**src/rtl/pq_pkg.sv**
```systemverilog
// Shared types for the priority-queue core and its downstream display stages.
package pq_pkg;

  // One seven-segment digit code: {3'b0,hex} for a value, all ones for blank.
  typedef logic [6:0] digit_t;

  localparam digit_t DIGIT_BLANK = 7'b1111111;

  // History display FSM: taking an entry, or pacing before the next one.
  typedef enum logic {HD_READY, HD_DWELL} hist_state_t;

endpackage

```
**src/rtl/pq_history_display_dwell_timer.sv**
```systemverilog
// Loadable down-counter that stops at zero; used to pace human-readable updates.
module dwell_timer #(
  parameter int unsigned DWELL = 100_000_000,
  localparam int TW = $clog2(DWELL + 1)
) (
  input  logic          clk,
  input  logic          rst,
  input  logic          load,
  input  logic          clr,
  input  logic [TW-1:0] load_val,
  output logic          zero
);

  logic [TW-1:0] count_reg;

  // clr wins over load; otherwise count down until zero and hold there.
  always_ff @(posedge clk or posedge rst) begin
    if (rst) begin
      count_reg <= '0;
    end else if (clr) begin
      count_reg <= '0;
    end else if (load) begin
      count_reg <= load_val;
    end else if (count_reg != '0) begin
      count_reg <= count_reg - 1'b1;
    end
  end

  assign zero = (count_reg == '0);

endmodule

```
**src/rtl/pq_history_display.sv**
```systemverilog
// Takes entries removed from the priority queue, keeps the newest DEPTH of them
// as seven-segment digit codes, and paces acceptance with a dwell timer.
module pq_history_display
  import pq_pkg::*;
#(
  parameter int DATA_W = 4,
  parameter int DEPTH  = 4,
  parameter int unsigned DWELL = 100_000_000,
  parameter int CNT_W  = 8
) (
  input  logic                    clk,
  input  logic                    rst,
  input  logic                    pop_valid,
  input  logic [DATA_W-1:0]       pop_data,
  output logic                    pop_ready,
  input  logic                    clear,
  input  logic                    freeze,
  output digit_t [DEPTH-1:0]      dig,
  output logic [CNT_W-1:0]        total_cnt,
  output logic [2:0]              hist_cnt,
  output logic                    busy
);

  localparam int TW = $clog2(DWELL + 1);
  localparam logic [TW-1:0] TIMER_LOAD = TW'(DWELL - 1);
  localparam logic [2:0]    HIST_MAX   = 3'(DEPTH);

  hist_state_t          state_reg;
  logic                 ready_en_reg;
  digit_t [DEPTH-1:0]   hist_reg;
  digit_t [DEPTH-1:0]   hist_next;
  logic [CNT_W-1:0]     total_cnt_reg;
  logic [2:0]           hist_cnt_reg;
  logic                 accept;
  logic                 timer_zero;

  // ready_en_reg keeps pop_ready low on the reset cycle itself; clear blocks
  // a same-cycle accept so the core keeps holding that entry.
  assign pop_ready = (state_reg == HD_READY) && ready_en_reg && !freeze && !clear;
  assign accept    = pop_valid && pop_ready;
  assign busy      = (state_reg == HD_DWELL);

  dwell_timer #(
    .DWELL (DWELL)
  ) u_dwell_timer (
    .clk      (clk),
    .rst      (rst),
    .load     (accept),
    .clr      (clear),
    .load_val (TIMER_LOAD),
    .zero     (timer_zero)
  );

  // Shifted history: newest value enters slot 0, each slot takes its younger neighbour.
  genvar gi;
  generate
    for (gi = 0; gi < DEPTH; gi++) begin : gen_shift
      if (gi == 0) begin : gen_head
        assign hist_next[gi] = digit_t'(pop_data);
      end else begin : gen_tail
        assign hist_next[gi] = hist_reg[gi-1];
      end
    end
  endgenerate

  // State machine: accept moves to DWELL, timer expiry returns to READY.
  always_ff @(posedge clk or posedge rst) begin
    if (rst) begin
      state_reg    <= HD_READY;
      ready_en_reg <= 1'b0;
    end else begin
      ready_en_reg <= 1'b1;
      if (clear) begin
        state_reg <= HD_READY;
      end else begin
        case (state_reg)
          HD_READY: if (accept) state_reg <= HD_DWELL;
          HD_DWELL: if (timer_zero) state_reg <= HD_READY;
          default:  state_reg <= HD_READY;
        endcase
      end
    end
  end

  // History register: blank on reset/clear, shift on accept.
  always_ff @(posedge clk or posedge rst) begin
    if (rst) begin
      hist_reg <= {DEPTH{DIGIT_BLANK}};
    end else if (clear) begin
      hist_reg <= {DEPTH{DIGIT_BLANK}};
    end else if (accept) begin
      hist_reg <= hist_next;
    end
  end

  // Counters: total wraps freely, history count saturates at DEPTH.
  always_ff @(posedge clk or posedge rst) begin
    if (rst) begin
      total_cnt_reg <= '0;
      hist_cnt_reg  <= '0;
    end else if (clear) begin
      total_cnt_reg <= '0;
      hist_cnt_reg  <= '0;
    end else if (accept) begin
      total_cnt_reg <= total_cnt_reg + 1'b1;
      if (hist_cnt_reg != HIST_MAX) begin
        hist_cnt_reg <= hist_cnt_reg + 3'd1;
      end
    end
  end

  assign dig       = hist_reg;
  assign total_cnt = total_cnt_reg;
  assign hist_cnt  = hist_cnt_reg;

endmodule

```
**config.mk**
```make
export PLATFORM = sky130hd
export DESIGN_NAME = pq_history_display
export DESIGN_NICKNAME = d
export VERILOG_FILES = /design/src/rtl/pq_pkg.sv /design/src/rtl/pq_history_display_dwell_timer.sv /design/src/rtl/pq_history_display.sv
export SDC_FILE = /design/constraint.sdc
export NUM_CORES = 1
export LEC_CHECK = 0
export CAP_MARGIN = 20
export CORE_MARGIN = 5
export CORE_UTILIZATION = 59
export CTS_BUF_LIST = sky130_fd_sc_hd__clkbuf_2
export DETAILED_ROUTE_END_ITERATION = 12
export HOLD_SLACK_MARGIN = 0.15
export PLACE_DENSITY = 0.93
export SYNTH_ARGS = -nofsm -noshare
export SYNTH_HDL_FRONTEND = slang
export SYNTH_SLANG_ARGS = --single-unit
export TNS_END_PERCENT = 50
```
**constraint.sdc**
```tcl
create_clock -name clk -period 3.8 [get_ports clk]
set_input_delay 0.76 -clock clk [delete_from_list [all_inputs] [get_ports clk]]
set_output_delay 0.76 -clock clk [all_outputs]
set_load 0.02 [all_outputs]
```
---- Word level (Yosys, flattened, before mapping) ----
Cells that the tools add are included.
storage, ports and cells
  input port bits ......................... 9
  register bits ........................... 68
  word-level logic and storage cells ...... 40
  output and inout bits ................... 41
cells by class
  mux-type cells .......................... 14
  $add $sub $neg .......................... 3
  bitwise gates (word level) .............. 1
  reduce and logical (&&, ||, !) cells .... 12
  equality and inequality tests ........... 1
operators by type and width
  kind                                                 count
  2-to-1 mux 27 bit                                    3
  2-to-1 mux 28 bit                                    2
  zero test 27 bit                                     1
  nonzero test 27 bit                                  1
  subtractor 27 x 1 -> 27 bit (second input constant)  1
  2-to-1 mux 8 bit                                     2
  2-to-1 mux 3 bit                                     3
  adder 8 x 1 -> 8 bit (second input constant)         1
  logical AND 1 bit                                    4
  nonzero test 2 bit                                   2
  adder 3 x 1 -> 3 bit (second input constant)         1
  2-to-1 mux 1 bit                                     3
  != test 3 bit (second input constant)                1
  nonzero test 3 bit                                   1
  zero test 1 bit                                      2
  one-hot mux 1 bit (2 select lines)                   1
  AND reduction 2 bit                                  1
  NOT 1 bit                                            1

---- Logic depth before layout (Yosys ltp) ----
  depth after elaboration ................. 8
  depth in mapped cells ................... 8
  gate-level depth less buffers ........... 7

---- Modules after synthesis ----
A second synthesis with hierarchy kept.
second synthesis, totals
  cells, all modules ...................... 329
  area, all modules ....................... 3340.7 sq um
by module, submodules not included
  module              seq. area each (sq um)  times used  area each (sq um)  cells an instance
  dwell_timer         675.6                   1           1712.9             184
  pq_history_display  850.8                   1           1627.8             145

---- Worst setup path before layout ----
No wires, ideal clock.
  path type ............................... input port to flip-flop
  from .................................... in clear
  to ...................................... reg hist_reg, in the netlist dig[21]
  data arrival time ....................... 2.794 ns
  stages on the path ...................... 7
  path slack .............................. 0.942 ns
  path buffers ............................ 3
  required time ........................... 3.736 ns
  library setup time ...................... 0.064 ns
  cells stage by stage .................... nor4b_1 and2_1 clkbuf_1 clkbuf_1 buf_1 nand2_1 nand3b_1
between the ends
  longest elaborated chain between the ends .. 4
  elaborated cells between the ends (all ways) .. 5
  those cells by class .................... 1 x mux; 4 x reduce/logical
ends and longest elaborated chain
  item                          line                      text
  start: declaration            pq_history_display.sv:16  input logic clear,
  zero test 1 bit               pq_history_display.sv:39  assign pop_ready = (state_reg == HD_READY) && ready_en_reg && !freeze && !clear;
  logical AND 1 bit             pq_history_display.sv:39
  logical AND 1 bit             pq_history_display.sv:40  assign accept = pop_valid && pop_ready;
  nonzero test 2 bit (no line)  -
  end signal: assignment        pq_history_display.sv:88  hist_reg <= {DEPTH{DIGIT_BLANK}};
  end signal: assignment        pq_history_display.sv:90  hist_reg <= {DEPTH{DIGIT_BLANK}};
  end signal: assignment        pq_history_display.sv:92  hist_reg <= hist_next;
  end: declaration              pq_history_display.sv:30  digit_t [DEPTH-1:0] hist_reg;
Parallel ways exist; a longest one is shown, timed or not.
A chain may end at the register's enable or synchronous reset.

---- Worst setup path in the final report ----
  from .................................... in clear
  to ...................................... out pop_ready
between the ends
  longest elaborated chain between the ends .. 2
ends and longest elaborated chain
  item               line                      text
  zero test 1 bit    pq_history_display.sv:39
  logical AND 1 bit  pq_history_display.sv:39
  end: declaration   pq_history_display.sv:15  output logic pop_ready,
No other way between the ends.

==> out/results.tsv <==
metric	value	unit
status	finished, final reports clean	
grt-ovfl-total	0	
pwr-share-comb	0.394	
drc	0	
cts_resized	0	
clock.fmax	323	MHz
num_rows	26	
wire_per_inst	16.6	um
drt_iter0_drc	313	
swShare	0.395	
power_density	621	nW/um2
path_clk_slew	0.15	ns
crit_fanout	3	
antenna_found_initial	0	
fin_setup_tns	0	ns
clock-sinks	60	
track_usage	0.243	
path_buf_inv	2	
critical_path.slowest_cell	clkdlybuf4s50_1	
pwr-share-clk	0.223	
path_cells	clkdlybuf4s50_1 > nor4b_1 > clkdlybuf4s50_1	
leakagePower	0.00165	uW
vias	2607	
synth_top_area_share	0.329	
irDropWorstVdd	0.000372	V
largest_reg_flops	27	
cts_tree	done	
die_area	6700	um2
synth_cell_types	49	
core_area	5070	um2
drive_gt1_frac	0.137	
holdBufCountCts	0	
syn_inst	325	
syn_area	3050	um2
p_switching	908	uW
maxCapViolCount	0	
relSlewSlack	0.419	
postCtsSetupRepairBufs	0	
gp_congestion	0.815	
post-route-util	0.729	
ant_nets	0	
grt_pass1_vias	2680	
start_util	0.600	
clockBufferDepth	2	
hold_violations	0	
end_kind	output pin	
worst_skew_pair.late_latency	0.50	ns
synth.area.top_cells	dfrtp_1, dfstp_2, nand2_1, nand3b_1, nor2_1	
fillCellCount	358	
crit_top_cell	clkdlybuf4s50_1	
arrival	2.34	ns
syn-num-nets	338	
setup_viol	0	
slowest_delay	0.70	ns
n_antenna_cell	0	
fin_nets	379	
grt_pass1_wl	12.3	mm
fin_crit	3.10	ns
finalPower	2300	uW
path_delay_family	buffers and inverters	
tightest_slew	0.870	ns
syn2layout_area_growth	21.4	%
required	3.04	ns
grt_max_degree	48	
synth-edff-count	0	
start_kind	input port	
die_w	81.9	um
holdCritPathClass	reg2reg	
slew_viol_final	0	
viasPerCell	5.91	
cts_root_buf	clkbuf_2	
io_pins	50	
skew	0.0183	ns
dpl.hpwl	4.87	mm
routed_wirelength	7.32	mm
postSynth.asyncResetShare	1.00	
layout_common_cells	nand2_1, clkdlybuf4s50_1, dfrtp_1	
h-tree-depth	3	
yosysTopAreaCell	dfrtp_1	
die_h	81.9	um
rsz0062_at_grt	no	
cts_made_buffers	9	
path_class	in2out	
yosysSeqAreaShare	0.501	
layout_commonest_cell	nand2_1	
place.port_buffers	49	
internal_power	1390	uW
syn_avg_cell_area	9.37	um2
ys.flop_type	dfrtp_1	
finalCritPeriodShare	0.815	
synth_seq_cells	60	
dr.pass1.iters	5	
yosys_warnings	0	
seq_power_share	0.382	
## cells by family (layout without fill, tap and decap cells)
group                      count (synthesis)  in the layout  share of synthesized area
muxes                                      4              4                     0.0136
AOI/OAI and AO/OA                         45             45                     0.0928
and+or+nand+nor                          166            166                      0.287
adders and majority gates                  4              4                     0.0164
buffers and inverters                     32             78                     0.0501
xor gates and xnor gates                  13             13                     0.0374
DFF                                       60             60                      0.501
other                                      1              1                    0.00123
## cell usage after synthesis, types with 2 or more instances
cell and instances:
clkbuf_1 14, nor2_1 28, buf_1 2, xor2_1 6, buf_4 8, dfrtp_1 40
or4_4 2, ha_1 4, dfstp_2 20, nor4_2 2, nor3_1 13, a21oi_1 16
inv_1 6, a31oi_1 2, or4_1 5, nand3_1 4, mux2i_1 3, nor4_1 3
nand2_1 57, a211oi_1 3, o21ai_0 11, xnor2_1 7, nand2b_1 4, o31ai_1 5
nand3b_1 20, a21o_1 2, nand4_1 4, and3_1 4, or3_1 10
## tightest hold or removal path, cell delays in order, from the launching register on
cell and delay [ns]:
dfstp_2 0.40, nand2_1 0.05, nand3b_1 0.07
## stage by stage
stage	cell area, um2	setup slack, ns	instances	hold slack, ns
finish	3700	0.704	441	0.497
global route	3700	0.608	441	0.522
CTS	3700	0.691	441	0.497
detailed placement	3550	0.705	425	0.478
global placement	3550	0.736	425	0.471
floorplan	3050	0.942	325	0.510
## layout make-up
| class | count | area [um2] | share of cell area |
|---|---|---|---|
| Clock buffer | 10 | 50.0 | 0.0135 |
| Clock inverter | 6 | 103 | 0.0277 |
| Inverter | 6 | 22.5 | 0.00609 |
| Multi-Input combinational cell | 233 | 1370 | 0.370 |
| Sequential cell | 60 | 1530 | 0.413 |
| Tap cell | 70 | 87.6 | 0.0237 |
| Timing Repair Buffer | 56 | 543 | 0.147 |
## power by group through the flow
| stage | Sequential, uW | Combinational [uW] | Clock [uW] |
|---|---|---|---|
| after floorplan | 869 | 700 | 0 |
| after global placement | 878 | 856 | 0 |
| after detailed placement | 887 | 898 | 0 |
| after global routing | 894 | 1010 | 553 |
| after CTS | 876 | 906 | 520 |
| final | 879 | 907 | 513 |
## metal layers
| metal | vias to the layer above | GRT usage | routed length, um |
|---|---|---|---|
| li1 | 1210 | - | - |
| met5 | - | 0 | 0 |
| met1 | 1291 | 0.292 | 2830 |
| met4 | 0 | 0.116 | 159 |
| met2 | 94 | 0.410 | 3790 |
| met3 | 12 | 0.0581 | 540 |
## worst paths after layout
check | start | to | slack [ns] | cells past startpoint
worst min-delay path | dig[22] | dig[22] | 0.50 | 2
max in group asynchronous | rst | dig[26] | 2.50 | 3
worst max-delay path | clear | pop_ready | 0.70 | 3
worst min register to register | dig[22] | dig[22] | 0.50 | 2
min in group asynchronous | rst | u_dwell_timer.count_reg[21] | 0.57 | 2
worst max register to register | u_dwell_timer.count_reg[21] | u_dwell_timer.count_reg[1] | 1.25 | 5
Power figures use the tool's default switching activity.
